--- src/rtl/instr_feeder_pkg.sv ---
// Shared definitions for the instruction feeder: processor opcodes, word width,
// FSM state encodings and a decode helper for the two-word mvi instruction.
package instr_feeder_pkg;

    localparam int DIN_W = 16;

    localparam logic [2:0] OP_MV  = 3'b000;
    localparam logic [2:0] OP_MVI = 3'b001;
    localparam logic [2:0] OP_ADD = 3'b010;
    localparam logic [2:0] OP_SUB = 3'b011;

    typedef enum logic [1:0] {
        ST_IDLE  = 2'b00,
        ST_ISSUE = 2'b01,
        ST_IMM   = 2'b10,
        ST_WAIT  = 2'b11
    } feeder_state_e;

    // mvi carries its immediate in the following word, so it needs two FIFO entries.
    function automatic logic is_mvi(input logic [DIN_W-1:0] word);
        return (word[8:6] == OP_MVI);
    endfunction

endpackage

--- src/rtl/instr_feeder_if.sv ---
// Bus between host/processor and the instruction feeder: host push port plus the
// processor DIN/Run/Done handshake. The feeder uses the master modport.
interface instr_feeder_if;
    import instr_feeder_pkg::*;

    logic             wr_en;
    logic [DIN_W-1:0] wr_data;
    logic             full;
    logic [DIN_W-1:0] DIN;
    logic             Run;
    logic             Done;

    modport master (
        input  wr_en,
        input  wr_data,
        input  Done,
        output full,
        output DIN,
        output Run
    );

    modport slave (
        output wr_en,
        output wr_data,
        output Done,
        input  full,
        input  DIN,
        input  Run
    );

endinterface

--- src/rtl/instr_feeder_fifo.sv ---
// Show-ahead FIFO holding program words. A push is accepted only when not full
// (even if a pop happens in the same cycle); a rejected push sets the sticky ovf flag.
module instr_feeder_fifo #(
    parameter int DEPTH = 16,
    parameter int DW    = 16,
    parameter int CW    = $clog2(DEPTH) + 1
) (
    input  logic          clk,
    input  logic          rst_n,
    input  logic          wr_en,
    input  logic [DW-1:0] wr_data,
    input  logic          pop,
    output logic [DW-1:0] head,
    output logic [CW-1:0] count,
    output logic          full,
    output logic          empty,
    output logic          ovf
);

    localparam int AW = $clog2(DEPTH);

    logic [DW-1:0] mem_r [DEPTH];
    logic [AW-1:0] wr_ptr_r;
    logic [AW-1:0] rd_ptr_r;
    logic [CW-1:0] count_r;
    logic          ovf_r;
    logic          push_s;
    logic          pop_s;

    assign full   = (count_r == CW'(DEPTH));
    assign empty  = (count_r == {CW{1'b0}});
    assign push_s = wr_en && !full;
    assign pop_s  = pop && !empty;
    assign head   = mem_r[rd_ptr_r];
    assign count  = count_r;
    assign ovf    = ovf_r;

    // Storage array: written on accepted pushes only, no reset needed.
    always_ff @(posedge clk) begin
        if (push_s) begin
            mem_r[wr_ptr_r] <= wr_data;
        end
    end

    // Pointers, occupancy and sticky overflow flag.
    always_ff @(posedge clk or negedge rst_n) begin
        if (!rst_n) begin
            wr_ptr_r <= {AW{1'b0}};
            rd_ptr_r <= {AW{1'b0}};
            count_r  <= {CW{1'b0}};
            ovf_r    <= 1'b0;
        end else begin
            if (push_s) begin
                wr_ptr_r <= wr_ptr_r + AW'(1);
            end
            if (pop_s) begin
                rd_ptr_r <= rd_ptr_r + AW'(1);
            end
            case ({push_s, pop_s})
                2'b10:   count_r <= count_r + CW'(1);
                2'b01:   count_r <= count_r - CW'(1);
                default: count_r <= count_r;
            endcase
            if (wr_en && full) begin
                ovf_r <= 1'b1;
            end
        end
    end

endmodule

--- src/rtl/instr_feeder.sv ---
// Instruction feeder for processador_multiciclo: buffers a program in a FIFO and
// issues one instruction at a time on DIN/Run, waiting for Done between them.
// Optional feature: define FEEDER_TIMEOUT_EN to enable the WAIT_DONE watchdog
// (TIMEOUT_CYCLES); without it timeout is tied low and WAIT_DONE waits forever.
module instr_feeder
    import instr_feeder_pkg::*;
#(
    parameter int DEPTH = 16,
    parameter int DW    = DIN_W
`ifdef FEEDER_TIMEOUT_EN
    , parameter int TIMEOUT_CYCLES = 64
`endif
) (
    input  logic                 Clock,
    input  logic                 Resetn,
    instr_feeder_if.master       bus,
    input  logic                 start,
    output logic                 empty,
    output logic                 busy,
    output logic                 ovf,
    output logic [7:0]           issued,
    output logic                 timeout
);

    localparam int CW = $clog2(DEPTH) + 1;

    feeder_state_e state_r, state_n;
    logic          armed_r, armed_n;
    logic [DW-1:0] din_r, din_n;
    logic          run_r, run_n;
    logic [7:0]    issued_r, issued_n;
    logic          pop_s;
    logic          go_s;
    logic [DW-1:0] head_s;
    logic [CW-1:0] count_s;
    logic          empty_s;

    instr_feeder_fifo #(
        .DEPTH (DEPTH),
        .DW    (DW),
        .CW    (CW)
    ) u_fifo (
        .clk     (Clock),
        .rst_n   (Resetn),
        .wr_en   (bus.wr_en),
        .wr_data (bus.wr_data),
        .pop     (pop_s),
        .head    (head_s),
        .count   (count_s),
        .full    (bus.full),
        .empty   (empty_s),
        .ovf     (ovf)
    );

    // An mvi is only issued once its immediate is already in the FIFO.
    assign go_s = armed_r &&
                  (((count_s >= CW'(1)) && !is_mvi(head_s)) || (count_s >= CW'(2)));

`ifdef FEEDER_TIMEOUT_EN
    localparam int WW = $clog2(TIMEOUT_CYCLES + 1);
    logic [WW-1:0] wd_r, wd_n;
    logic          timeout_r, timeout_n;
    assign timeout = timeout_r;
`else
    assign timeout = 1'b0;
`endif

    assign bus.DIN = din_r;
    assign bus.Run = run_r;
    assign empty   = empty_s;
    assign busy    = armed_r || (state_r != ST_IDLE);
    assign issued  = issued_r;

    // Next-state and next-output logic for the issue sequencer.
    always_comb begin
        state_n  = state_r;
        armed_n  = armed_r;
        din_n    = din_r;
        run_n    = 1'b0;
        issued_n = issued_r;
        pop_s    = 1'b0;
`ifdef FEEDER_TIMEOUT_EN
        wd_n      = {WW{1'b0}};
        timeout_n = timeout_r;
`endif
        case (state_r)
            ST_IDLE: begin
                if (armed_r) begin
                    if (go_s) begin
                        state_n  = ST_ISSUE;
                        din_n    = head_s;
                        run_n    = 1'b1;
                        pop_s    = 1'b1;
                        issued_n = issued_r + 8'd1;
                    end else if (empty_s) begin
                        armed_n = 1'b0;
                    end else begin
                        armed_n = armed_r;
                    end
                end else if (start) begin
                    armed_n = 1'b1;
                end else begin
                    armed_n = 1'b0;
                end
            end
            ST_ISSUE: begin
                if (is_mvi(din_r)) begin
                    din_n   = head_s;
                    pop_s   = 1'b1;
                    state_n = ST_IMM;
                end else begin
                    state_n = ST_WAIT;
                end
            end
            ST_IMM: begin
                state_n = ST_WAIT;
            end
            ST_WAIT: begin
                if (bus.Done) begin
                    state_n = ST_IDLE;
                end else begin
`ifdef FEEDER_TIMEOUT_EN
                    if (wd_r == WW'(TIMEOUT_CYCLES - 1)) begin
                        timeout_n = 1'b1;
                        armed_n   = 1'b0;
                        state_n   = ST_IDLE;
                    end else begin
                        wd_n = wd_r + WW'(1);
                    end
`else
                    state_n = ST_WAIT;
`endif
                end
            end
            default: begin
                state_n = ST_IDLE;
            end
        endcase
    end

    // State, output and counter registers.
    always_ff @(posedge Clock or negedge Resetn) begin
        if (!Resetn) begin
            state_r  <= ST_IDLE;
            armed_r  <= 1'b0;
            din_r    <= {DW{1'b0}};
            run_r    <= 1'b0;
            issued_r <= 8'd0;
        end else begin
            state_r  <= state_n;
            armed_r  <= armed_n;
            din_r    <= din_n;
            run_r    <= run_n;
            issued_r <= issued_n;
        end
    end

`ifdef FEEDER_TIMEOUT_EN
    // Watchdog counter and sticky timeout flag.
    always_ff @(posedge Clock or negedge Resetn) begin
        if (!Resetn) begin
            wd_r      <= {WW{1'b0}};
            timeout_r <= 1'b0;
        end else begin
            wd_r      <= wd_n;
            timeout_r <= timeout_n;
        end
    end
`endif

endmodule

--- src/flat_wrapper.sv ---
// flat-port wrapper written by rule: the top's interface ports become plain ports
module instr_feeder_flat import instr_feeder_pkg::*;
#(
    parameter int DEPTH = 16,
    parameter int DW    = DIN_W

)
  (Clock, Resetn, start, empty, busy, ovf, issued, timeout, bus_wr_en, bus_wr_data, bus_Done, bus_full, bus_DIN, bus_Run);
  instr_feeder_if bus_i ();
  input  logic Clock;
  input  logic Resetn;
  input  logic start;
  output logic empty;
  output logic busy;
  output logic ovf;
  output logic [7:0] issued;
  output logic timeout;
  input wire logic [$bits(bus_i.wr_en)-1:0] bus_wr_en;
  input wire logic [$bits(bus_i.wr_data)-1:0] bus_wr_data;
  input wire logic [$bits(bus_i.Done)-1:0] bus_Done;
  output wire logic [$bits(bus_i.full)-1:0] bus_full;
  output wire logic [$bits(bus_i.DIN)-1:0] bus_DIN;
  output wire logic [$bits(bus_i.Run)-1:0] bus_Run;
  assign bus_i.wr_en = bus_wr_en;
  assign bus_i.wr_data = bus_wr_data;
  assign bus_i.Done = bus_Done;
  assign bus_full = bus_i.full;
  assign bus_DIN = bus_i.DIN;
  assign bus_Run = bus_i.Run;
  instr_feeder #(.DEPTH(DEPTH), .DW(DW)) u_core (.Clock(Clock), .Resetn(Resetn), .bus(bus_i), .start(start), .empty(empty), .busy(busy), .ovf(ovf), .issued(issued), .timeout(timeout));
endmodule
--- config.mk ---
export PLATFORM = sky130hd
export DESIGN_NAME = instr_feeder_flat
export DESIGN_NICKNAME = d
export VERILOG_FILES = /design/src/rtl/instr_feeder_pkg.sv /design/src/rtl/instr_feeder_if.sv /design/src/rtl/instr_feeder_fifo.sv /design/src/rtl/instr_feeder.sv /design/src/flat_wrapper.sv
export SDC_FILE = /design/constraint.sdc
export NUM_CORES = 1
export LEC_CHECK = 0
export ABC_AREA = 1
export BUFFER_PORTS_ARGS = -buffer_cell sky130_fd_sc_hd__buf_2
export CAP_MARGIN = 20
export CORE_UTILIZATION = 55
export DETAILED_ROUTE_END_ITERATION = 16
export GPL_ROUTABILITY_DRIVEN = 0
export PLACE_DENSITY_LB_ADDON = 0.2
export SLEW_MARGIN = 20
export SYNTH_ARGS = -nofsm -noshare
export SYNTH_HDL_FRONTEND = slang
export SYNTH_SLANG_ARGS = --single-unit
--- constraint.sdc ---
create_clock -name Clock -period 7.2 [get_ports Clock]
set_clock_uncertainty 0.2 [all_clocks]
set_input_delay 1.44 -clock Clock [delete_from_list [all_inputs] [get_ports Clock]]
set_output_delay 1.44 -clock Clock [all_outputs]
set_load 0.005 [all_outputs]
# Word-level counts from Yosys, hierarchy flattened
# Memory sizes are Yosys's and may differ from the RTL's.
# Index checks and enable logic that the tools add are counted.
dict set report word_totals {
  output_inout_bits 30
  reg_bits 42
  memories 1
  word_cells 67
  in_bits 21
  ram_bits 256
}
dict set report classes {
  add_sub_neg 5
  n_reduce_logical 18
  magnitude_cmp 2
  n_eq_ne 11
  muxes 21
}
# memory depth width read_ports rd_ports_with_merged_regs write_ports line
set memory_table {}
lappend memory_table {u_core.u_fifo.mem_r 16 16 1 0 1 instr_feeder_fifo.sv:22} ;# logic [DW-1:0] mem_r [DEPTH];
# op n
set ops {}
lappend ops {{$mux W16} 3}
lappend ops {{$pmux W16 S2} 1}
lappend ops {{$mux W1} 11}
lappend ops {{$pmux W5 S2} 1}
lappend ops {{$add A4 B1 Y4 const B} 2}
lappend ops {{$add A8 B1 Y8 const B} 1}
lappend ops {{$pmux W2 S4} 1}
lappend ops {{$eq A2 B2 Y1 const B} 3}
lappend ops {{$eq A3 B1 Y1 const B} 2}
lappend ops {{$mux W2} 3}
lappend ops {{$ne A2 B1 Y1 const B} 3}
lappend ops {{$reduce_bool A2 Y1} 3}
lappend ops {{$add A5 B1 Y5 const B} 1}
lappend ops {{$eq A5 B5 Y1 const B} 1}
lappend ops {{$ge A5 B1 Y1 const B} 1}
lappend ops {{$ge A5 B2 Y1 const B} 1}
lappend ops {{$logic_and A1 B1 Y1} 5}
lappend ops {{$logic_not A5 Y1} 1}
lappend ops {{$sub A5 B1 Y5 const B} 1}
lappend ops {{$eq A2 B1 Y1 const B} 2}
lappend ops {{$reduce_and A4 Y1} 1}
lappend ops {{$logic_not A1 Y1} 3}
lappend ops {{$reduce_and A3 Y1} 1}
lappend ops {{$logic_not A2 Y1} 1}
lappend ops {{3 further kinds} 4}

# Depth between registers and ports, before layout
# Gate-level depths: netlist of the first run.
# An unclocked memory read counts as a cell.
dict set report depth {
  depth_word 12
  ltp_mapped 23
  mapped_depth_nobuf 21
}

# Modules after synthesis
# From an unflattened synthesis of the first run, not the netlist that was laid out.
dict set report unflattened {
  hier_cells 1280
  area_unflattened_um2 12962.4
}
# mod seq_area_each_um2 area_per_inst_um2 cells_each n_inst
set modules_own_cells {}
lappend modules_own_cells {instr_feeder_fifo 8037.7 11631.2 1121 1}
lappend modules_own_cells {instr_feeder 700.7 1331.3 159 1}

# Least setup slack after synthesis of the first run
# No wires, ideal clock.
dict set report synth_path {
  kind {input -> register}
  from {input bus_wr_en}
  to {memory u_core.u_fifo.mem_r[11][0] (enable)}
  path_stages 4
  setup_time_ns 0.388
  path_buffers 0
  arrival_time_ns 2.509
  path_slack_ns 4.103
  required_ns 6.612
  path_cell_list {nand2_1 -> inv_1 -> nand2_1 -> nor2_1}
}
dict set report synth_via {
  elab_chain_cells 3
}
# element line
set synth_lines {}
lappend synth_lines {{start: declaration} flat_wrapper.sv:18} ;# input wire logic [$bits(bus_i.wr_en)-1:0] bus_wr_en;
lappend synth_lines {{$logic_and A1 B1 Y1} instr_feeder_fifo.sv:32} ;# assign push_s = wr_en && !full;
lappend synth_lines {{$mux W1} instr_feeder_fifo.sv:40} ;# if (push_s) begin
lappend synth_lines {{$mux W1 (implied by the code)} instr_feeder_fifo.sv:41} ;# mem_r[wr_ptr_r] <= wr_data;
lappend synth_lines {{end: declaration} instr_feeder_fifo.sv:22}
# Every way passes these cells.

# Worst setup path in the final report of the first run
dict set report layout_path {
  from {register u_core.u_fifo.rd_ptr_r[1]}
  to {register u_core.u_fifo.count_r[2] (netlist: u_core.u_fifo.count[2])}
}
dict set report layout_via {
  elab_chain_cells 12
  word_cells_on_any_way 14
  cone_classes {eq/ne (3); mux (4); reduce/logical (6); memory (1)}
}
# element line
set layout_lines {}
lappend layout_lines {{start: declaration} instr_feeder_fifo.sv:24} ;# logic [AW-1:0] rd_ptr_r;
lappend layout_lines {{start signal: assignment} instr_feeder_fifo.sv:49} ;# rd_ptr_r <= {AW{1'b0}};
lappend layout_lines {{start signal: assignment} instr_feeder_fifo.sv:57} ;# rd_ptr_r <= rd_ptr_r + AW'(1);
lappend layout_lines {{$mem_v2 Z16 W16 (*)} --}
lappend layout_lines {{$eq A3 B1 Y1 (*)} instr_feeder_pkg.sv:21} ;# return (word[8:6] == OP_MVI);
lappend layout_lines {{$logic_not A1 Y1 (*)} instr_feeder.sv:57} ;# (((count_s >= CW'(1)) && !is_mvi(head_s)) || (count_s >= CW'(2)));
lappend layout_lines {{$logic_and A1 B1 Y1 (*)} instr_feeder.sv:57}
lappend layout_lines {{$logic_or A1 B1 Y1 (*)} instr_feeder.sv:57}
lappend layout_lines {{$logic_and A1 B1 Y1 (*)} instr_feeder.sv:56} ;# assign go_s = armed_r &&
lappend layout_lines {{$mux W1 (*)} instr_feeder.sv:89} ;# if (go_s) begin
lappend layout_lines {{$mux W1 (*)} instr_feeder.sv:88} ;# if (armed_r) begin
lappend layout_lines {{$pmux W1 S2 (*)} instr_feeder.sv:86} ;# case (state_r)
lappend layout_lines {{$logic_and A1 B1 Y1 (*)} instr_feeder_fifo.sv:33} ;# assign pop_s = pop && !empty;
lappend layout_lines {{named net u_core.u_fifo.pop_s} instr_feeder_fifo.sv:28} ;# logic pop_s;
lappend layout_lines {{$eq A2 B1 Y1 / $eq A2 B2 Y1 (equally long branches)} instr_feeder_fifo.sv:59} ;# case ({push_s, pop_s})
lappend layout_lines {{$pmux W5 S2 / $reduce_bool A2 Y1 (equally long branches)} --}
lappend layout_lines {{end signal: assignment} instr_feeder_fifo.sv:60} ;# 2'b10: count_r <= count_r + CW'(1);
lappend layout_lines {{end signal: assignment} instr_feeder_fifo.sv:61} ;# 2'b01: count_r <= count_r - CW'(1);
lappend layout_lines {{end signal: assignment} instr_feeder_fifo.sv:62} ;# default: count_r <= count_r;
lappend layout_lines {{end: declaration} instr_feeder_fifo.sv:25} ;# logic [CW-1:0] count_r;
# The timed path passes the listed nets; every way through them passes the cells marked *.
# A chain may end at the register's enable or synchronous reset.

==> summary by stage, run 1 <==
Run status
The run finished with clean final reports.

Hold path
The tightest min-delay check is of the reg -> reg type.

Routing
The total number of vias is ~7600. In this run the remaining antenna-violating nets after routing total 0. The first routing iteration left between 600 and 700 violations. Using the TritonRoute via totals, the vias-per-cell ratio works out to ~5.8.

After detailed routing, the total wire length is around 27000 um. The count of TritonRoute iterations in the first routing pass is 4. The post-route DRC violation count is 0. In the final routed layout, each cell accounts on average for around 21 um.

Layout
The sequential cells in the finished layout cover a total of 8740 um^2. With fillers left out, the area of the finished cells amounts to ~14000 um^2. The area occupied by multi-input gates is around 2900 um^2. The filler cells instantiated in the layout total around 1600. The number of antenna diodes in the final layout is 0. The area growth from synthesis to layout is 12.7%. The net count of the finished layout is between 1000 and 1500. The fraction of layout cells with a size suffix above 1 is 0.153.

Floorplan
about 50 I/O pins were placed. The number of placement rows is 53. In this run the vertical extent of the chip is ~150 um. The die is ~150 um wide.

In this run the standard cell core region covers around 21000 um^2. The floorplan step defined a die boundary enclosing between 20000 and 25000 um^2. For this configuration, the core starts out at a cell density of 0.567.

CTS
Clock latency on the worst-skew pair, taken at its later pin, is around 0.54 ns. The setup fix buffers added after clock tree synthesis is 0. For this design, the sink count on the clock tree is approximately 300. The tree is rooted in a sky130_fd_sc_hd__clkbuf_16. After clock tree synthesis, the repair step resized 0 gates. In this run the number of H-tree levels came out at 1. Counting along the longest clock path gives a buffer depth of 3. Clock-pin slew was measured on the worst setup and hold paths at 0.06 ns.

The CTS buffer count is 30. TritonCTS built the clock tree. The number of hold buffers added after CTS was 0.

Logic synthesis
Summed over all instances, the cell type with the most area after synthesis is sky130_fd_sc_hd__edfxtp_1. After synthesis, the most frequently instantiated cells are 256 x sky130_fd_sc_hd__edfxtp_1, 251 x sky130_fd_sc_hd__nand2_1, 84 x sky130_fd_sc_hd__nand3_1, 61 x sky130_fd_sc_hd__inv_1. In this run the mean area of a mapped cell was 12.5 um^2. Among all flip-flop cells after synthesis, the most frequent one is sky130_fd_sc_hd__edfxtp_1. In this run, distinct cell masters in the synthesized netlist total 34. When the netlist entered floorplanning its net count stood at about 1000. During synthesis, Yosys emitted a total of 0 warnings. sky130_fd_sc_hd__edfxtp_1 is the most common cell in the netlist.

The number of standard cells after synthesis is 966. The synthesized design contains 256 enable-type register cells. The count of state elements after synthesis is about 300.

After synthesis, the share of flip-flops with an asynchronous set or reset is 0.141. The share of the synthesized area in the top cell type is 0.637. Ranked by total cell area, the synthesized netlist is headed by sky130_fd_sc_hd__edfxtp_1 64%, sky130_fd_sc_hd__dfrtp_1 8.7%, sky130_fd_sc_hd__nand2_1 7.8%. The sequential element share of the synthesized area is 0.724. The post-synthesis cell area is 12100 um^2.

Timing
Setup repair after global routing left no endpoint under its margin. The fmax is around 240 MHz. The accumulated negative setup slack is 0 ns. The worst path needs around 4 ns of the cycle, external delays included. The number of pins exceeding their max-slew limit in the final report is 0. The actual slew at the worst max-slew pin is between 0.8 and 0.9 ns. The final-report setup violation count is 0. On the final layout, the worst hold slack is between 0.2 and 0.3 ns. Of the available clock period, the critical path in the final layout requires 0.569. The final hold violation count is 0. In this run the tightest slew margin relative to its limit is 0.442.

Global routing
In the global route stage, overall resource usage came out at 0.248. The number of antenna violations at the first check in global routing came to 1. The wire length of the first global-routing pass is 41200 um.

The via count of the first global-routing pass was 7352. For this run the aggregate overflow at the end of global routing stands at 0. The maximum number of pins on one net before global-route repair is 76.

Worst setup path
The kind of critical path is reg -> reg. The biggest cell delay along the critical path is about 0.52 ns. The worst setup path is captured at a register. The worst path arrival time is 4.33 ns. Among all stages on the critical path, the largest delay is contributed by sky130_fd_sc_hd__inv_1. The kind of start point of the critical path is a register. The signal on the critical path passes through buf_4 > inv_1 > buf_4 > nand3_1 > nand3_1 > nand3_1 > nand2_1 > nand3_1 > nand2_1 > nand2_2 > nand3_4 > nand2_4 > nand2_1 > inv_1 > ha_1 > inv_1 > nor2_1 > nor2_1 > o21ai_0 > xor2_1 > inv_1. STA puts the critical path data required time at between 7 and 8 ns. Of all nets on the critical path, the largest fanout is 34.

Power
IR analysis of the VDD net gives a maximum drop of between 200 and 250 uV. Dividing total power by cell area gives a power density of 384 nW/um^2. The leakage power total is between 5 and 6 nW. The post-route total power is ~0.0052 W.

Place
After detailed placement, the total cell area comes to between 10000 and 15000 um^2. The count of input and output buffers is 49. The half-perimeter wire length of the detailed placement result is 15400 um.

Flow run
The tool flagged a number of max-cap violations equal to 0.
-- cell families after synthesis --
group,count (synthesis),share of synthesized area
and+or+nand+nor,388,0.135
DFF,298,0.724
AOI/OAI and AO/OA,138,0.0734
buffers and inverters,113,0.0428
xor gates and xnor gates,16,0.0116
adders and majority gates,12,0.0124
other,1,0.000311
-- worst max-delay path, delay by kind of cell (launching register included) --
family | cells | cell delay [ns]
AND/OR/NAND/NOR | 12 | 1.40
AO/OA/AOI/OAI | 1 | 0.12
flip-flops | 1 | 0.36
adder cells (fa/ha/maj) | 1 | 0.23
buffers and inverters | 6 | 1.52
XOR/XNOR | 1 | 0.14
-- flip-flops by register name, indices dropped and copies added, names as in the netlist --
name	cells
u_core.bus.Run	1
u_core.u_fifo.mem_r	256
u_core.issued	8
u_core.state_r	2
u_core.u_fifo.count	5
u_core.u_fifo.rd_ptr_r	4
u_core.bus.DIN	16
u_core.u_fifo.ovf	1
u_core.u_fifo.wr_ptr_r	4
u_core.armed_r	1
-- power breakdown --
group	internal, W	switching (W)	leakage (nW)	total (W)
Combinational	0.000464	0.000966	1.88	0.00143
Sequential	0.00212	0.000137	2.84	0.00226
Clock	0.000900	0.000634	0.477	0.00153
-- metrics by stage --
stage                     setup slack [ns]  std cells   util
final                                 3.10       1319  0.639
after global routing                  2.72       1319  0.639
after CTS                             3.11       1317  0.637
after detailed placement              3.15       1261  0.591
after global placement                3.21       1261  0.591
after floorplan                       4.10        966      -
-- cell usage in the layout, fill, tap and decap left out, types with 6 or more instances in the layout --
master | netlist | layout
sky130_fd_sc_hd__a21oi_1 | 42 | 42
sky130_fd_sc_hd__a31o_2 | 8 | 8
sky130_fd_sc_hd__buf_2 | 10 | 48
sky130_fd_sc_hd__buf_4 | 3 | 21
sky130_fd_sc_hd__clkbuf_16 | 0 | 31
sky130_fd_sc_hd__clkinv_1 | 0 | 6
sky130_fd_sc_hd__clkinv_2 | 0 | 8
sky130_fd_sc_hd__dfrtp_1 | 42 | 41
sky130_fd_sc_hd__edfxtp_1 | 256 | 256
sky130_fd_sc_hd__ha_1 | 12 | 12
sky130_fd_sc_hd__inv_1 | 61 | 61
sky130_fd_sc_hd__nand2_1 | 251 | 249
sky130_fd_sc_hd__nand2_2 | 11 | 13
sky130_fd_sc_hd__nand3_1 | 84 | 84
sky130_fd_sc_hd__nor2_1 | 28 | 12
sky130_fd_sc_hd__nor2_2 | 0 | 14
sky130_fd_sc_hd__o21ai_0 | 28 | 28
sky130_fd_sc_hd__o21ai_1 | 6 | 6
sky130_fd_sc_hd__o221ai_1 | 38 | 38
sky130_fd_sc_hd__o22ai_1 | 14 | 14
sky130_fd_sc_hd__xor2_1 | 12 | 12
-- metal layers --
| layer | global-route usage | up-vias | routed length [um] |
|---|---|---|---|
| li1 | - | 3543 | - |
| met5 | 0 | - | 13 |
| met2 | 0.413 | 278 | 13200 |
| met1 | 0.334 | 3713 | 11400 |
| met4 | 0.0924 | 2 | 819 |
| met3 | 0.0345 | 59 | 1840 |
-- path summary, 6_finish.rpt --
path / startpoint / end / slack [ns] / depth (start not counted)
setup reg to reg: u_core.u_fifo.rd_ptr_r[1] / u_core.u_fifo.count[2] / 3.10 / 21
hold reg to reg: u_core.u_fifo.ovf / u_core.u_fifo.ovf / 0.25 / 1
setup / recovery: u_core.u_fifo.rd_ptr_r[1] / u_core.u_fifo.count[2] / 3.10 / 21
hold / removal: u_core.u_fifo.ovf / u_core.u_fifo.ovf / 0.25 / 1
max in group asynchronous: Resetn / u_core.u_fifo.rd_ptr_r[0] / 5.67 / 1
min in group asynchronous: Resetn / u_core.state_r[1] / 0.70 / 1
-- area by class of cell --
| class | count | share of cell area |
|---|---|---|
| Clock inverter | 20 | 0.0129 |
| Clock buffer | 36 | 0.0591 |
| Inverter | 64 | 0.0180 |
| Timing Repair Buffer | 71 | 0.0312 |
| Tap cell | 275 | 0.0253 |
| Sequential cell | 298 | 0.642 |
| Multi-Input combinational cell | 555 | 0.211 |
Power figures use the tool's default switching activity.
==> inputs of run 2 (changes only) <==
- ABC_AREA: 1 -> 0
- clock period: 7.2 -> 3.95 ns (I/O delays scaled with it)
==> run 2 against run 1 <==
Against the previous run: final area fell by 1.3%; total power rose by 82%; global-route usage shrank 2.4 points; hold slack got worse by 0.18 ns; via count is 26% lower; synthesized cell count fell by 43%; first-iteration DRC count fell by 27%; largest power group unchanged.
==> summary by stage, run 2 <==
Worst setup path
The biggest cell delay along the critical path came to 0.55 ns (was 0.52 ns). CP Cell Sequence: inv_1 > ha_1 > and3_1 > nor2b_1 > inv_2 > nor3b_1 > and2_1 > buf_4 (was buf_4 > inv_1 > buf_4 > nand3_1 > nand3_1 > nand3_1 > nand2_1 > nand3_1 > nand2_1 > nand2_2 > nand3_4 > nand2_4 > nand2_1 > inv_1 > ha_1 > inv_1 > nor2_1 > nor2_1 > o21ai_0 > xor2_1 > inv_1). The critical register-to-register path endpoint is u_core.u_fifo.mem_r[8][11] (was u_core.u_fifo.count[2]). The internal reg-to-reg setup slack is 0.75 ns (was 3.10 ns).

The kind of critical path is reg -> reg (unchanged). The worst path required time is 3.96 ns (was 7.44 ns). The highest-delay cell along the critical path is sky130_fd_sc_hd__nor2b_1 (was sky130_fd_sc_hd__inv_1). The kind of end point of the critical path is a register (unchanged).

The startpoint of the worst register-to-register path is u_core.u_fifo.count[0] (was u_core.u_fifo.rd_ptr_r[1]). The maximum net fanout on the critical path is 16 (was 34). The kind of start point of the critical path is a register (unchanged). The largest delay contributor family on the critical path is simple AND/OR/NAND/NOR gates (was buffers and inverters). The cell depth of the worst flop-to-flop path is 8 (was 21).

The timing startpoint of the critical path is u_core.u_fifo.count[0] (was u_core.u_fifo.rd_ptr_r[1]). The worst path arrival time is 3.21 ns (was 4.33 ns). The combined buffer and inverter count along the critical path was 3 (was 6).

Timing
The final-report setup violation count came to 0 (unchanged). The final hold violation count is 0 (unchanged). Unrepaired setup endpoints after global routing: no (unchanged). The final clock period utilization by the worst path is 0.810 (was 0.569). The accumulated negative setup slack is 0 ns (unchanged). The remaining max-slew budget at the tightest pin came to 0.526 (was 0.442). The actual slew at the worst max-slew pin is 0.711 ns (was 0.838 ns).

The post-route minimum period came to 3.20 ns (was 4.10 ns). The number of pins exceeding their max-slew limit in the final report is 0 (unchanged). The final worst-path setup slack is 0.749 ns (was 3.10 ns). The fmax is 312 MHz (was 244 MHz).

Floorplan
The number of placement rows is 53 (unchanged). The overall die width came to 149 um (was 150 um). The I/O pin count was 51 (unchanged). The die outline area is 22100 um^2 (was 22500 um^2).

The core box area is 21000 um^2 (was 21300 um^2). The effective utilization at floorplan is 0.563 (was 0.567). The height of the die was 149 um (was 150 um).

Global routing
The final global-route overflow total was 0 (unchanged). The number of antenna violations at the first check in global routing is 0 (was 1). The combined global-route utilization of all metal layers came to 0.223 (was 0.248).

The maximum number of pins on one net before global-route repair is 48 (was 76). The wire length of the first global-routing pass is 35600 um (was 41200 um). The via count of the first global-routing pass is 5981 (was 7352).

Layout
The most common cell after layout, fill and taps aside is sky130_fd_sc_hd__edfxtp_1 (unchanged). The number of flip-flops under the largest register name is 256 (unchanged). The fill cell instance count of the final layout came to 1397 (was 1617). The register bank with the most flops is u_core.u_fifo.mem_r (unchanged).

The post-layout utilization of the core is 0.639 (about the same). The area growth from synthesis to layout came to 13.6% (was 12.7%). The fraction of layout cells with a size suffix above 1 was 0.346 (was 0.153). The net count of the finished layout is 669 (was 1053). The antenna cell count is 0 (unchanged). Commonest non-fill, non-tap cells in the layout: 256 x sky130_fd_sc_hd__edfxtp_1, 75 x sky130_fd_sc_hd__mux4_2, 48 x sky130_fd_sc_hd__buf_2, 40 x sky130_fd_sc_hd__dfrtp_1, 29 x sky130_fd_sc_hd__clkbuf_16 (was 256 x sky130_fd_sc_hd__edfxtp_1, 249 x sky130_fd_sc_hd__nand2_1, 84 x sky130_fd_sc_hd__nand3_1, 61 x sky130_fd_sc_hd__inv_1, 48 x sky130_fd_sc_hd__buf_2).

CTS
The clock input transition at the sequential cells of the worst setup and hold paths came to 0.06 ns (about the same). The maximum clock insertion buffer count was 3 (unchanged). The CTS tree is yes (unchanged). The CTS buffer count is 29 (was 30). The number of buffers inserted for hold repair after clock tree synthesis is 0 (unchanged). The clock latency reported for the late side of the worst-skew pair is 0.55 ns (was 0.54 ns). The clock tree root buffer cell was sky130_fd_sc_hd__clkbuf_16 (unchanged). The setup fix buffers added after clock tree synthesis came to 0 (unchanged). The number of H-tree branching levels came to 1 (unchanged).

The total number of clock tree sinks came to 298 (unchanged). The post-cts repair resize count is 0 (unchanged).

Logic synthesis
The number of enable-type register cells in the synthesized netlist is 256 (unchanged). The count of state elements after synthesis came to 298 (unchanged). The number of standard cells after synthesis was 554 (was 966). The average size of a mapped cell came to 21.3 um^2 (was 12.5 um^2). The number of nets produced by synthesis was 587 (was 999). The post-synthesis mux area share is 0.166 (was 0).

The count of synthesis-stage warnings from yosys is 0 (unchanged). The unique cell type count in the Yosys netlist is 53 (was 34). The cell type with the highest aggregate area in the netlist is sky130_fd_sc_hd__edfxtp_1 (unchanged). The most frequent cell after synthesis is sky130_fd_sc_hd__edfxtp_1 (unchanged). Most area-consuming cells after synthesis: sky130_fd_sc_hd__edfxtp_1 65%, sky130_fd_sc_hd__mux4_2 14%, sky130_fd_sc_hd__dfrtp_1 8.9% (was sky130_fd_sc_hd__edfxtp_1 64%, sky130_fd_sc_hd__dfrtp_1 8.7%, sky130_fd_sc_hd__nand2_1 7.8%). The simple-gate portion of the synthesized area is 0.0405 (was 0.135). The share of synthesized registers carrying an async set or reset is 0.141 (unchanged). Leading post-synthesis cells by instance count: 256 x sky130_fd_sc_hd__edfxtp_1, 75 x sky130_fd_sc_hd__mux4_2, 42 x sky130_fd_sc_hd__dfrtp_1, 12 x sky130_fd_sc_hd__ha_1 (was 256 x sky130_fd_sc_hd__edfxtp_1, 251 x sky130_fd_sc_hd__nand2_1, 84 x sky130_fd_sc_hd__nand3_1, 61 x sky130_fd_sc_hd__inv_1).

The prevailing post-synth register cell is sky130_fd_sc_hd__edfxtp_1 (unchanged). The largest family of logic cells by synthesized area is multiplexers (was simple AND/OR/NAND/NOR gates). The share of the synthesized area in the top cell type is 0.650 (was 0.637). The complex-gate fraction of the synthesized area is 0.0116 (was 0.0734). The post-synthesis cell area is 11800 um^2 (was 12100 um^2).

The share of synthesized cell area in full adder, half adder and majority cells is 0.0127 (was 0.0124). The xor and xnor fraction of the mapped netlist area came to 0.0133 (was 0.0116). The sequential element share of the synthesized area is 0.739 (was 0.724).

Routing
The total wire length after detailed routing is 23300 um (was 27200 um). The routed wirelength normalized by instance count is 25.0 um (was 20.6 um). The post-route DRC violation count is 0 (unchanged).

The ratio of routed vias to standard cells is 6.06 (was 5.76). The count of TritonRoute iterations in the first routing pass was 5 (was 4). The number of design-rule violations left by the first detailed-router iteration is 496 (was 679).

The number of nets with antenna violations after routing was 0 (unchanged). The total number of vias is 5645 (was 7595).

Power
The total power density per cell area was 709 nW/um^2 (was 384 nW/um^2). The net switching fraction of the power is 0.285 (was 0.333). The leakage power total is 4.62 nW (was 5.20 nW). The internal power summed over all cells is 0.00680 W (was 0.00348 W). The peak supply drop is 378 uV (was 246 uV). The combinational share of power is 0.276 (was 0.274).

The clock share of power is 0.277 (was 0.294). The share of total power in sequential cells is 0.447 (was 0.432). The net switching power of the design is 0.00272 W (was 0.00174 W).

Run status
Result of the run: finished clean (unchanged).

Flow run
The total of max-cap violations is 0 (unchanged).

Place
The count of input and output buffers came to 49 (unchanged). The worst setup timing slack at the placement stage came to 0.752 ns (was 3.15 ns). The half-perimeter wire length of the detailed placement result is 14300 um (was 15400 um).

Hold path
The kind of path behind the tightest hold check was in -> async (was reg -> reg).
-- run 2: power groups by stage --
stage	Sequential, W	Clock (W)	Combinational (W)
detailed placement	0.00431	0	0.00267
global placement	0.00429	0	0.00262
floorplan	0.00412	0	0.00208
global route	0.00431	0.00280	0.00284
CTS	0.00425	0.00270	0.00268
finish	0.00425	0.00263	0.00263
-- run 2: per-stage QoR --
step	power (W)	std cells	area [um^2]	hold WS, ns
6_report	0.00951	932	13400	0.0699
3_3_place_gp	0.00691	880	12500	0.243
3_5_place_dp	0.00698	880	12500	0.252
5_1_grt	0.00994	932	13400	0.110
4_1_cts	0.00963	932	13400	0.251
2_1_floorplan	0.00620	554	11800	0.251
-- run 2: cell type report --
type | count | area, um^2 | area share
sequential | 298 | 8740 | 0.651
inverter | 11 | 41.3 | 0.00307
clock buffer | 39 | 793 | 0.0591
timing repair buffer | 76 | 463 | 0.0345
tap | 275 | 344 | 0.0256
clock inverter | 13 | 121 | 0.00904
multi-input combinational | 220 | 2920 | 0.218
-- run 2: worst max path at each step --
stage                                  to  cells past startpoint
5_1_grt         u_core.u_fifo.mem_r[9][7]                      8
3_5_place_dp       u_core.u_fifo.count[3]                      9
3_3_place_gp       u_core.u_fifo.count[3]                      9
2_1_floorplan   u_core.u_fifo.mem_r[0][0]                      7
6_report       u_core.u_fifo.mem_r[8][11]                      8
4_1_cts            u_core.u_fifo.count[3]                      9
-- run 2: kinds of logic (layout without fill, tap and decap cells) --
group | count (synthesis) | after routing
DFF | 298 | 298
buffers and inverters | 36 | 139
adders and majority gates | 12 | 12
other | 1 | 1
AOI/OAI and AO/OA | 20 | 20
and+or+nand+nor | 75 | 75
muxes | 94 | 94
xor gates and xnor gates | 18 | 18
-- run 2: metal layers --
layer | GRT usage | wire (um) | part of all wire
met5 | 0 | 0 | 0
met1 | 0.303 | 9550 | 0.41
met4 | 0.0546 | 461 | 0.020
met2 | 0.383 | 12000 | 0.52
met3 | 0.0337 | 1250 | 0.054
==> inputs of run 3 (changes only) <==
- ABC_AREA: 0 -> 1
- clock period: 3.95 -> 3.3 ns (I/O delays scaled with it)
==> run 3 against run 2 <==
Against the previous run: maximum frequency up 9.1%; hold slack better by 0.070 ns; worst setup slack worse by 0.38 ns; combinational power up 26%; final area up 2.8%; largest cell class unchanged; highest routed layer unchanged.
==> summary by stage, run 3 (synthesized netlist as in run 1, its figures left out) <==
Layout
The post-layout utilization of the core is 0.648 (was 0.639). Commonest non-fill, non-tap cells in the layout: 256 x sky130_fd_sc_hd__edfxtp_1, 249 x sky130_fd_sc_hd__nand2_1, 84 x sky130_fd_sc_hd__nand3_1, 61 x sky130_fd_sc_hd__inv_1, 49 x sky130_fd_sc_hd__buf_2 (was 256 x sky130_fd_sc_hd__edfxtp_1, 75 x sky130_fd_sc_hd__mux4_2, 48 x sky130_fd_sc_hd__buf_2, 40 x sky130_fd_sc_hd__dfrtp_1, 29 x sky130_fd_sc_hd__clkbuf_16). The antenna cell count is 0 (unchanged). The net count of the finished layout is 1076 (was 669). The register bank with the most flops is u_core.u_fifo.mem_r (unchanged).

The fill cell instance count of the final layout is 1623 (was 1397). The area growth from synthesis to layout is 14.3% (was 13.6%). The fraction of layout cells with a size suffix above 1 came to 0.166 (was 0.346). The most common cell after layout, fill and taps aside is sky130_fd_sc_hd__edfxtp_1 (unchanged).

The number of flip-flops under the largest register name is 256 (unchanged).

Place
The count of input and output buffers is 49 (unchanged). The half-perimeter wire length of the detailed placement result is 16100 um (was 14300 um). The worst setup timing slack at the placement stage is 0.301 ns (was 0.752 ns).

Timing
The final clock period utilization by the worst path is 0.889 (was 0.810). The accumulated negative setup slack is 0 ns (unchanged). The number of pins exceeding their max-slew limit in the final report is 0 (unchanged). The final worst-path setup slack came to 0.367 ns (was 0.749 ns). The worst hold slack is 0.139 ns (was 0.0699 ns). The final-report setup violation count is 0 (unchanged). The actual slew at the worst max-slew pin was 0.701 ns (was 0.711 ns). Unrepaired setup endpoints after global routing: no (unchanged). The fmax is 341 MHz (was 312 MHz).

The post-route minimum period is 2.93 ns (was 3.20 ns). The final hold violation count was 0 (unchanged). The remaining max-slew budget at the tightest pin came to 0.532 (was 0.526).

Run status
Result of the run: finished clean (unchanged).

Routing
The ratio of routed vias to standard cells is 5.79 (was 6.06). The highest metal layer used by the detailed router was met4 (unchanged). The routed wirelength normalized by instance count is 20.9 um (was 25.0 um).

The number of nets with antenna violations after routing was 0 (unchanged). The number of design-rule violations left by the first detailed-router iteration is 632 (was 496). The routed metal-1 wire length was 11800 um (was 9550 um). The total number of vias is 7765 (was 5645). The length of routed met3 wiring is 2030 um (was 1250 um).

The total met2 wirelength after detailed routing is 13300 um (was 12000 um). The count of TritonRoute iterations in the first routing pass was 5 (unchanged). The total wire length after detailed routing was 28000 um (was 23300 um). The post-route DRC violation count is 0 (unchanged).

Worst setup path
The kind of critical path is reg -> reg (unchanged). The kind of end point of the critical path is a register (unchanged). Counting stages on the worst path, the most repeated cell is sky130_fd_sc_hd__nand2_1. The maximum net fanout on the critical path is 9 (was 16). The worst path arrival time is 3.17 ns (was 3.21 ns). The kind of start point of the critical path is a register (unchanged). CP Cell Sequence: buf_4 > or2_1 > nand3_1 > nand2_1 > nand2_1 > nand3_1 > nand2_1 > nand3_1 > nand2_1 > nand2_2 > nand3_4 > nand2_4 > nand2_1 > inv_1 > ha_1 > inv_1 > nor2_1 > nor2_1 > o21ai_0 > xor2_1 > inv_1 (was inv_1 > ha_1 > and3_1 > nor2b_1 > inv_2 > nor3b_1 > and2_1 > buf_4). The worst path required time was 3.54 ns (was 3.96 ns). The highest-delay cell along the critical path was sky130_fd_sc_hd__dfrtp_2 (was sky130_fd_sc_hd__nor2b_1). The biggest cell delay along the critical path is 0.50 ns (was 0.55 ns).

Power
The leakage power total is 5.31 nW (was 4.62 nW). The share of total power in sequential cells is 0.424 (was 0.447). The total power density per cell area is 836 nW/um^2 (was 709 nW/um^2). The peak supply drop was 482 uV (was 378 uV). The clock share of power is 0.288 (was 0.277). The internal power summed over all cells is 0.00771 W (was 0.00680 W). The combinational share of power is 0.288 (was 0.276). The net switching fraction of the power came to 0.331 (was 0.285). The net switching power of the design came to 0.00382 W (was 0.00272 W).

Global routing
The wire length of the first global-routing pass is 42900 um (was 35600 um). The via count of the first global-routing pass is 7497 (was 5981). The final global-route overflow total is 0 (unchanged). The maximum number of pins on one net before global-route repair is 48 (unchanged).

The combined global-route utilization of all metal layers came to 0.259 (was 0.223). The number of antenna violations at the first check in global routing came to 0 (unchanged).

CTS
The CTS buffer count was 30 (was 29). The CTS tree is yes (unchanged). The number of H-tree branching levels came to 1 (unchanged). The maximum clock insertion buffer count is 3 (unchanged).

The clock input transition at the sequential cells of the worst setup and hold paths was 0.06 ns (about the same). The clock tree root buffer cell is sky130_fd_sc_hd__clkbuf_16 (unchanged). The total number of clock tree sinks is 298 (unchanged). The clock latency reported for the late side of the worst-skew pair is 0.56 ns (was 0.55 ns).

Floorplan
The number of placement rows is 53 (unchanged). The effective utilization at floorplan was 0.567 (was 0.563). The overall die width is 150 um (was 149 um). The die outline area came to 22500 um^2 (was 22100 um^2). The I/O pin count is 51 (unchanged).

The height of the die is 150 um (was 149 um). The core box area is 21300 um^2 (was 21000 um^2).

Flow run
The total of max-cap violations is 0 (unchanged).

Hold path
The kind of path behind the tightest hold check is in -> reg (was in -> async).
## run 3: cell types whose count changed in the layout (fill, tap and decap cells not counted), moves of 13 or more
cell | before | now
sky130_fd_sc_hd__o21ai_0 | 3 | 28
sky130_fd_sc_hd__buf_4 | 27 | 40
sky130_fd_sc_hd__a21oi_1 | 5 | 42
sky130_fd_sc_hd__mux4_2 | 75 | 0
sky130_fd_sc_hd__inv_1 | 10 | 61
sky130_fd_sc_hd__nand3_1 | 10 | 84
sky130_fd_sc_hd__o221ai_1 | 0 | 38
sky130_fd_sc_hd__nand2_1 | 8 | 249
sky130_fd_sc_hd__nor2_2 | 1 | 15
## run 3: timing repair
| action | 4_1_cts | 5_1_grt |
|---|---|---|
| hold endpoints to repair | 19 | 0 |
| setup endpoints to repair | 0 | 3 |
| hold buffers | 1 | 0 |
| setup buffers | 0 | 3 |
| gates resized for setup | 0 | 2 |
## run 3: layer usage
layer,up-vias,track usage
met1,3820,0.367
met2,311,0.414
li1,3589,-
met5,-,0
met4,0,0.0899
met3,45,0.0345
## run 3: worst max-delay path, delay by kind of cell (launching register included)
| family | cells | cell delay, ns |
|---|---|---|
| DFF | 1 | 0.50 |
| buffers and inverters | 4 | 0.41 |
| and+or+nand+nor | 14 | 1.25 |
| adders and majority gates | 1 | 0.22 |
| AOI/OAI and AO/OA | 1 | 0.12 |
| xor gates and xnor gates | 1 | 0.14 |
## run 3: path summary, 6_finish.rpt
kind / start / end / slack (ns) / cells after the start
max: u_core.u_fifo.rd_ptr_r[0] / u_core.u_fifo.count[2] / 0.37 / 21
max reg2reg: u_core.u_fifo.rd_ptr_r[0] / u_core.u_fifo.count[2] / 0.37 / 21
min in group asynchronous: Resetn / u_core.bus.Run / 0.40 / 2
min reg2reg: u_core.u_fifo.ovf / u_core.u_fifo.ovf / 0.27 / 1
min: bus_wr_en / u_core.u_fifo.ovf / 0.14 / 2
max in group asynchronous: Resetn / u_core.u_fifo.rd_ptr_r[0] / 1.89 / 3
## run 3: per-stage QoR
step           std cells  power, W  cell area [um^2]
3_5_place_dp        1281   0.00818             12800
6_report            1342    0.0115             13800
5_1_grt             1342    0.0121             13800
2_1_floorplan        966   0.00712             12100
4_1_cts             1338    0.0115             13700
3_3_place_gp        1280   0.00812             12800
## run 3: layout make-up
type	instances	area [um^2]	share of cell area
clock buffers	42	806	0.0584
inverters	64	250	0.0181
well taps	275	344	0.0249
multi-input cells	555	2870	0.208
repair buffers	94	636	0.0461
clock inverters	14	160	0.0116
flip-flops and latches	298	8740	0.633
## run 3: power groups by stage
| stage | Clock [W] | Sequential (W) | Combinational [W] |
|---|---|---|---|
| detailed placement | 0 | 0.00496 | 0.00322 |
| global route | 0.00351 | 0.00494 | 0.00369 |
| CTS | 0.00335 | 0.00489 | 0.00324 |
| floorplan | 0 | 0.00491 | 0.00221 |
| global placement | 0 | 0.00495 | 0.00317 |
| finish | 0.00332 | 0.00489 | 0.00332 |
